**config.mk**
```make
export PLATFORM = sky130hd
export DESIGN_NAME = rst_seq_ctrl
export DESIGN_NICKNAME = d
export VERILOG_FILES = /design/src/rtl/rst_seq_pkg.sv /design/src/rtl/rst_seq_timer.sv /design/src/rtl/rst_seq_ctrl.sv
export SDC_FILE = /design/constraint.sdc
export NUM_CORES = 1
export LEC_CHECK = 0
export CAP_MARGIN = 10
export CORE_ASPECT_RATIO = 1.75
export CORE_MARGIN = 5
export CORE_UTILIZATION = 51
export DETAILED_ROUTE_END_ITERATION = 16
export GPL_ROUTABILITY_DRIVEN = 0
export PLACE_DENSITY_LB_ADDON = 0.12
export SLEW_MARGIN = 10
export SYNTH_ARGS = -nofsm -noshare
export SYNTH_HDL_FRONTEND = slang
export SYNTH_SLANG_ARGS = --single-unit
```
**constraint.sdc**
```tcl
create_clock -name clk -period 2.1 [get_ports clk]
set_input_delay 0.315 -clock clk [delete_from_list [all_inputs] [get_ports clk]]
set_output_delay 0.315 -clock clk [all_outputs]
set_load 0.03 [all_outputs]
```
**src/rtl/rst_seq_pkg.sv**
```systemverilog
// Shared definitions for the reset sequencer: FSM encoding, register map and defaults.
package rst_seq_pkg;

  typedef enum logic [1:0] {
    ST_POR    = 2'b00,
    ST_SWHOLD = 2'b01,
    ST_SEQ    = 2'b10,
    ST_RUN    = 2'b11
  } state_e;

  localparam logic [1:0] ADDR_CTRL   = 2'd0;
  localparam logic [1:0] ADDR_MASK   = 2'd1;
  localparam logic [1:0] ADDR_HOLD   = 2'd2;
  localparam logic [1:0] ADDR_STATUS = 2'd3;

  localparam logic [7:0]  HOLD_DEF   = 8'd4;
  localparam int unsigned HOLD_SHIFT = 4;

  // A HOLD of zero behaves as one unit.
  function automatic logic [7:0] hold_eff(input logic [7:0] h);
    return (h == 8'd0) ? 8'd1 : h;
  endfunction

endpackage

```
**src/rtl/rst_seq_timer.sv**
```systemverilog
// Loadable saturating down-counter shared by POR, SWHOLD and stage-gap timing.
module rst_seq_timer #(
  parameter int unsigned      CNT_W   = 16,
  parameter logic [CNT_W-1:0] RST_VAL = '0
) (
  input  logic             clk,
  input  logic             rst_n,
  input  logic             i_load,
  input  logic [CNT_W-1:0] i_load_val,
  input  logic             i_en,
  output logic             o_done
);

  logic [CNT_W-1:0] r_cnt;

  always_ff @(posedge clk or negedge rst_n) begin
    if (!rst_n) begin
      r_cnt <= RST_VAL;
    end else if (i_load) begin
      r_cnt <= i_load_val;
    end else if (i_en && (r_cnt != '0)) begin
      r_cnt <= r_cnt - CNT_W'(1);
    end
  end

  assign o_done = i_en && (r_cnt == '0);

endmodule

```
**src/rtl/rst_seq_ctrl.sv**
```systemverilog
// Staggered reset-release sequencer with an Avalon-MM control slave.
module rst_seq_ctrl
  import rst_seq_pkg::*;
#(
  parameter int unsigned NUM_STAGES = 4,
  parameter int unsigned POR_HOLD   = 1024,
  parameter int unsigned STAGE_GAP  = 16,
  parameter int unsigned CNT_W      = 16
) (
  input  logic                  clk,
  input  logic                  rst_n,
  input  logic [1:0]            avs_address,
  input  logic                  avs_write,
  input  logic [7:0]            avs_writedata,
  input  logic                  avs_read,
  output logic [7:0]            avs_readdata,
  output logic [NUM_STAGES-1:0] o_rst_n,
  output logic                  o_busy
);

  state_e                r_state;
  state_e                w_state_nxt;
  logic                  r_busy;
  logic [NUM_STAGES-1:0] r_rst_n;
  logic [NUM_STAGES-1:0] r_pending;
  logic [NUM_STAGES-1:0] r_mask;
  logic [7:0]            r_hold;
  logic                  r_sticky;
  logic [7:0]            r_readdata;

  logic                  w_tmr_load;
  logic [CNT_W-1:0]      w_tmr_val;
  logic                  w_tmr_en;
  logic                  w_tmr_done;
  logic                  w_ctrl_wr;
  logic                  w_trig;
  logic                  w_sw_start;
  logic                  w_release;
  logic                  w_found;
  logic [NUM_STAGES-1:0] w_low;
  logic [CNT_W-1:0]      w_gap_ld;
  logic [CNT_W-1:0]      w_hold_ld;
  logic [3:0]            w_rst_lo;
  logic [7:0]            w_mask_rd;
  logic [7:0]            w_status;

  rst_seq_timer #(
    .CNT_W   (CNT_W),
    .RST_VAL (CNT_W'(POR_HOLD))
  ) u_timer (
    .clk        (clk),
    .rst_n      (rst_n),
    .i_load     (w_tmr_load),
    .i_load_val (w_tmr_val),
    .i_en       (w_tmr_en),
    .o_done     (w_tmr_done)
  );

  // A reload of N-1 makes the next event land N edges after the loading edge.
  assign w_gap_ld  = CNT_W'(STAGE_GAP - 1);
  assign w_hold_ld = (CNT_W'(hold_eff(r_hold)) << HOLD_SHIFT) - CNT_W'(1);

  assign w_ctrl_wr  = avs_write && (avs_address == ADDR_CTRL);
  assign w_trig     = w_ctrl_wr && avs_writedata[0];
  assign w_sw_start = (r_state == ST_RUN) && w_trig && (r_mask != '0);
  assign w_release  = (r_state == ST_SEQ) && w_tmr_done;

  // Next stage to release: lowest still-pending bit of the active set.
  always_comb begin
    w_low   = '0;
    w_found = 1'b0;
    for (int unsigned k = 0; k < NUM_STAGES; k++) begin
      if (!w_found && r_pending[k]) begin
        w_low[k] = 1'b1;
        w_found  = 1'b1;
      end
    end
  end

  always_comb begin
    w_state_nxt = r_state;
    w_tmr_load  = 1'b0;
    w_tmr_val   = w_gap_ld;
    w_tmr_en    = (r_state != ST_RUN);
    case (r_state)
      ST_POR, ST_SWHOLD: begin
        if (w_tmr_done) begin
          w_state_nxt = ST_SEQ;
          w_tmr_load  = 1'b1;
        end
      end
      ST_SEQ: begin
        if (w_tmr_done) begin
          if ((r_pending & ~w_low) == '0) begin
            w_state_nxt = ST_RUN;
          end else begin
            w_tmr_load = 1'b1;
          end
        end
      end
      ST_RUN: begin
        if (w_sw_start) begin
          w_state_nxt = ST_SWHOLD;
          w_tmr_load  = 1'b1;
          w_tmr_val   = w_hold_ld;
        end
      end
      default: w_state_nxt = ST_POR;
    endcase
  end

  always_ff @(posedge clk or negedge rst_n) begin
    if (!rst_n) begin
      r_state   <= ST_POR;
      r_busy    <= 1'b1;
      r_rst_n   <= '0;
      r_pending <= '1;
    end else begin
      r_state <= w_state_nxt;
      r_busy  <= (w_state_nxt != ST_RUN);
      if (w_release) begin
        r_rst_n   <= r_rst_n | w_low;
        r_pending <= r_pending & ~w_low;
      end else if (w_sw_start) begin
        r_rst_n   <= r_rst_n & ~r_mask;
        r_pending <= r_mask;
      end
    end
  end

  // Clear and trigger in one write: the trigger's set wins.
  always_ff @(posedge clk or negedge rst_n) begin
    if (!rst_n) begin
      r_mask   <= '1;
      r_hold   <= HOLD_DEF;
      r_sticky <= 1'b0;
    end else begin
      if (avs_write && (avs_address == ADDR_MASK)) r_mask <= avs_writedata[NUM_STAGES-1:0];
      if (avs_write && (avs_address == ADDR_HOLD)) r_hold <= avs_writedata;
      if (w_ctrl_wr && avs_writedata[1]) r_sticky <= 1'b0;
      if (w_trig && (r_state == ST_RUN)) r_sticky <= 1'b1;
    end
  end

  for (genvar g = 0; g < 4; g++) begin : g_rst_lo
    if (g < NUM_STAGES) begin : g_on
      assign w_rst_lo[g] = r_rst_n[g];
    end else begin : g_off
      assign w_rst_lo[g] = 1'b0;
    end
  end

  for (genvar g = 0; g < 8; g++) begin : g_mask_rd
    if (g < NUM_STAGES) begin : g_on
      assign w_mask_rd[g] = r_mask[g];
    end else begin : g_off
      assign w_mask_rd[g] = 1'b0;
    end
  end

  assign w_status = {w_rst_lo, r_state, r_sticky, r_busy};

  always_ff @(posedge clk or negedge rst_n) begin
    if (!rst_n) begin
      r_readdata <= '0;
    end else if (avs_read) begin
      case (avs_address)
        ADDR_CTRL:   r_readdata <= '0;
        ADDR_MASK:   r_readdata <= w_mask_rd;
        ADDR_HOLD:   r_readdata <= r_hold;
        ADDR_STATUS: r_readdata <= w_status;
        default:     r_readdata <= '0;
      endcase
    end
  end

  assign avs_readdata = r_readdata;
  assign o_rst_n      = r_rst_n;
  assign o_busy       = r_busy;

endmodule

```
==> results.cfg <==
[yosys]
synth_cell_type_count = 51
syn_area_per_cell_um2 = 10.0
synth_area_leaders = dfrtp_1, dfstp_2, mux2_2, nor3_1, nand2_1
synth_top_area_share_pct = 35.3
synth-main-ff-cell = dfrtp_1
seq_area_frac_synth_pct = 46.3
synth_cells = 262
yosys_warnings = 0
async_flop_share_pct = 100
synth_seq_cells = 48
synth_edf_count = 0
synth_area_um2 = 2620
synth.net_count = 279
yosys.area.top_type = dfrtp_1

[setup_path]
path_delay_family = simple AND/OR/NAND/NOR gates
slowest_delay_ns = 0.61
cpMaxStageDelayCell = or4_1
critPathKind = flip-flop to flip-flop
critPathArrivalTime_ns = 2.21
worstSetupEndpointType = flip-flop
required_ns = 2.30
startpoint_type = flip-flop
worstPathCellList = or4_1, nor3_2, nand3b_1, a21o_1, a211o_1
crit_fanout = 4
path_buf_inv = 0
crit-reg2reg-launch = u_timer.r_cnt[5]$_DFFE_PN0P_
startpoint = u_timer.r_cnt[5]$_DFFE_PN0P_

[global_route]
grt_pass1_vias = 2517
antenna_found_initial = 0
grt_overflow = 0
grt_util_all_layers_pct = 23.1
grt_pass1_wl_mm = 12.2
grt_max_degree = 19

[drt]
wl_mm = 7.22
met1_length_mm = 2.66
ant_nets = 0
topRoutingLayerUsed = met4
drtIter0Drc = 166
route.detailed.drc = 0
route.met3.wl_um = 271
wl_per_cell_um = 18.2
vias = 2376
viasPerCell = 5.98
wl_met2_mm = 3.89
drt-pass1-iter-count = 4

[cells_and_area]
area_delta_synth_final_pct = 33.5
instances_no_fill = 397
final_util_pct = 70.4
diodes = 0
num-nets-final = 359
drive_gt1_share_pct = 31.5

[clock_network]
clk_path_buf_depth = 2
clkSlewWorstSetupHoldPaths_ns = 0.09
cts_root_buf = clkbuf_8
cts_buffers = 5
cts_sinks = 48
cts_tree = yes
h-tree-depth = 2
clkLatencyLatePin_ns = 0.31

[power_and_ir_drop]
finalPower_mw = 2.27
peakVddDrop_mv = 0.645
powerDensity_nw_per_um2 = 649
p_leak_nw = 1.49

[placed_design]
pre_cts_ws_ns = -0.158
place.detailed.hpwl_mm = 5.43
dp_cells = 385
port_buffers = 26

[timing]
final.min_clock_period_ns = 2.01
hold_viol = 0
finClkSkew_ns = 0.0105
max_freq_ghz = 0.497
fin_crit_sh_pct = 95.7
slew_headroom_pct = 65.8
setup_slack_ns = 0.0897
slew_viol_final = 0
worstMarginPinSlew_ns = 0.506
finalSetupViolCount = 0

[die]
rows = 34
ios = 27
initial_utilization_pct = 52.7
core_area_um2 = 4980
die_y_um = 105
die_w_um = 64.2
die_area_um2 = 6740

[run]
max_cap_viol_count = 0

[outcome]
outcome = finished clean

[hold_path]
hold_class = primary input to async pin
## power by group
| group | leakage [nW] | total (mW) | internal (mW) | switching [mW] |
|---|---|---|---|---|
| Sequential | 0.543 | 1.05 | 0.999 | 0.0550 |
| Clock | 0.0654 | 0.812 | 0.476 | 0.336 |
| Combinational | 0.882 | 0.407 | 0.202 | 0.205 |
## cell usage after synthesis (all sizes together) (3+ instances only)
| cell | n |
|---|---|
| nand3 | 7 |
| xnor2 | 3 |
| dfrtp | 37 |
| or4 | 3 |
| o221ai | 3 |
| inv | 16 |
| nand2 | 19 |
| mux2 | 16 |
| a21oi | 16 |
| o21ai | 9 |
| mux2i | 5 |
| nand3b | 6 |
| a31oi | 3 |
| nor2 | 13 |
| nor4 | 7 |
| clkbuf | 7 |
| a22oi | 6 |
| a21o | 3 |
| or3 | 4 |
| nor4b | 3 |
| dfstp | 11 |
| o22ai | 7 |
| o31ai | 3 |
| ha | 3 |
| nor3 | 18 |
| and3 | 3 |
| buf | 4 |
| and2 | 4 |
## per-layer routing
layer / track usage, % / vias to the layer above
li1: - / 1130
met1: 25.1 / 1144
met2: 40.7 / 70
met3: 4.62 / 32
met4: 12.4 / 0
met5: 0 / -
## worst reg2reg max path, stage by stage, from the launching register on
cell and delay [ns]:
dfrtp_1 0.42, or4_1 0.61, nor3_2 0.25, nand3b_1 0.14, a21o_1 0.20, a211o_1 0.29
## area by class of cell
cell class | count | area [um^2]
clock buffers | 6 | 72.6
well taps | 54 | 67.6
fillers | 384 | 1470
repair buffers | 84 | 693
multi-input cells | 187 | 1340
inverters | 16 | 60.1
clock inverters | 2 | 60.1
flip-flops and latches | 48 | 1210
## registers in the layout (all words and copies together) (netlist names)
register and flops:
avs_readdata 8, o_busy 1, o_rst_n 4, r_hold 8, r_mask 4, r_pending 4
r_state 2, r_sticky 1, u_timer.r_cnt 16
## timing repair
action	CTS	global route
hold buffers	1	0
pin swaps	1	2
setup endpoints to repair	16	19
setup buffers	2	1
gates resized for setup	1	10
endpoints found under the hold margin	15	0
## logic make-up (layout without fill, tap and decap cells)
family	Yosys count	in the layout	share of synthesized area, %
xor+xnor	4	4	1.34
simple gates	98	98	21.3
buf+inv	27	108	4.91
mux	21	21	8.77
fa+ha+maj	3	3	1.43
compound gates	61	61	15.9
flops	48	48	46.3
## per-stage QoR
stage	area, um^2	hold WS (ns)	setup TNS [ns]
finish	3500	0.461	0
global route	3500	0.497	-0.0338
CTS	3440	0.483	0
detailed placement	3280	0.272	-1.61
global placement	3280	0.263	-1.28
floorplan	2620	0.0194	0
## placed cells by master, fill, tap and decap left out, drive strengths merged, types with 4 or more instances in the layout
| cell | synthesis | layout |
|---|---|---|
| nand2 | 19 | 19 |
| a22oi | 6 | 6 |
| buf | 4 | 58 |
| dfstp | 11 | 11 |
| dfrtp | 37 | 37 |
| clkdlybuf4s50 | 0 | 25 |
| nor2 | 13 | 13 |
| nor3 | 18 | 18 |
| or3 | 4 | 4 |
| and2 | 4 | 4 |
| mux2i | 5 | 5 |
| a21oi | 16 | 16 |
| inv | 16 | 16 |
| nor4 | 7 | 7 |
| nand3 | 7 | 7 |
| o21ai | 9 | 9 |
| clkbuf | 7 | 6 |
| o22ai | 7 | 7 |
| mux2 | 16 | 16 |
| nand3b | 6 | 6 |
## worst paths after layout
check | to | slack [ns] | cells after the start
worst max-delay path | u_timer.r_cnt[14]$_DFFE_PN0P_ | 0.09 | 5
worst min-delay path | u_timer.r_cnt[0]$_DFFE_PN0P_ | 0.46 | 2
worst max register to register | u_timer.r_cnt[14]$_DFFE_PN0P_ | 0.09 | 5
worst min register to register | r_sticky$_DFFE_PN0P_ | 0.49 | 1
max in group asynchronous | o_busy$_DFF_PN1_ | 1.01 | 3
min in group clk | r_sticky$_DFFE_PN0P_ | 0.49 | 1
(Power assumes the default switching activity.)
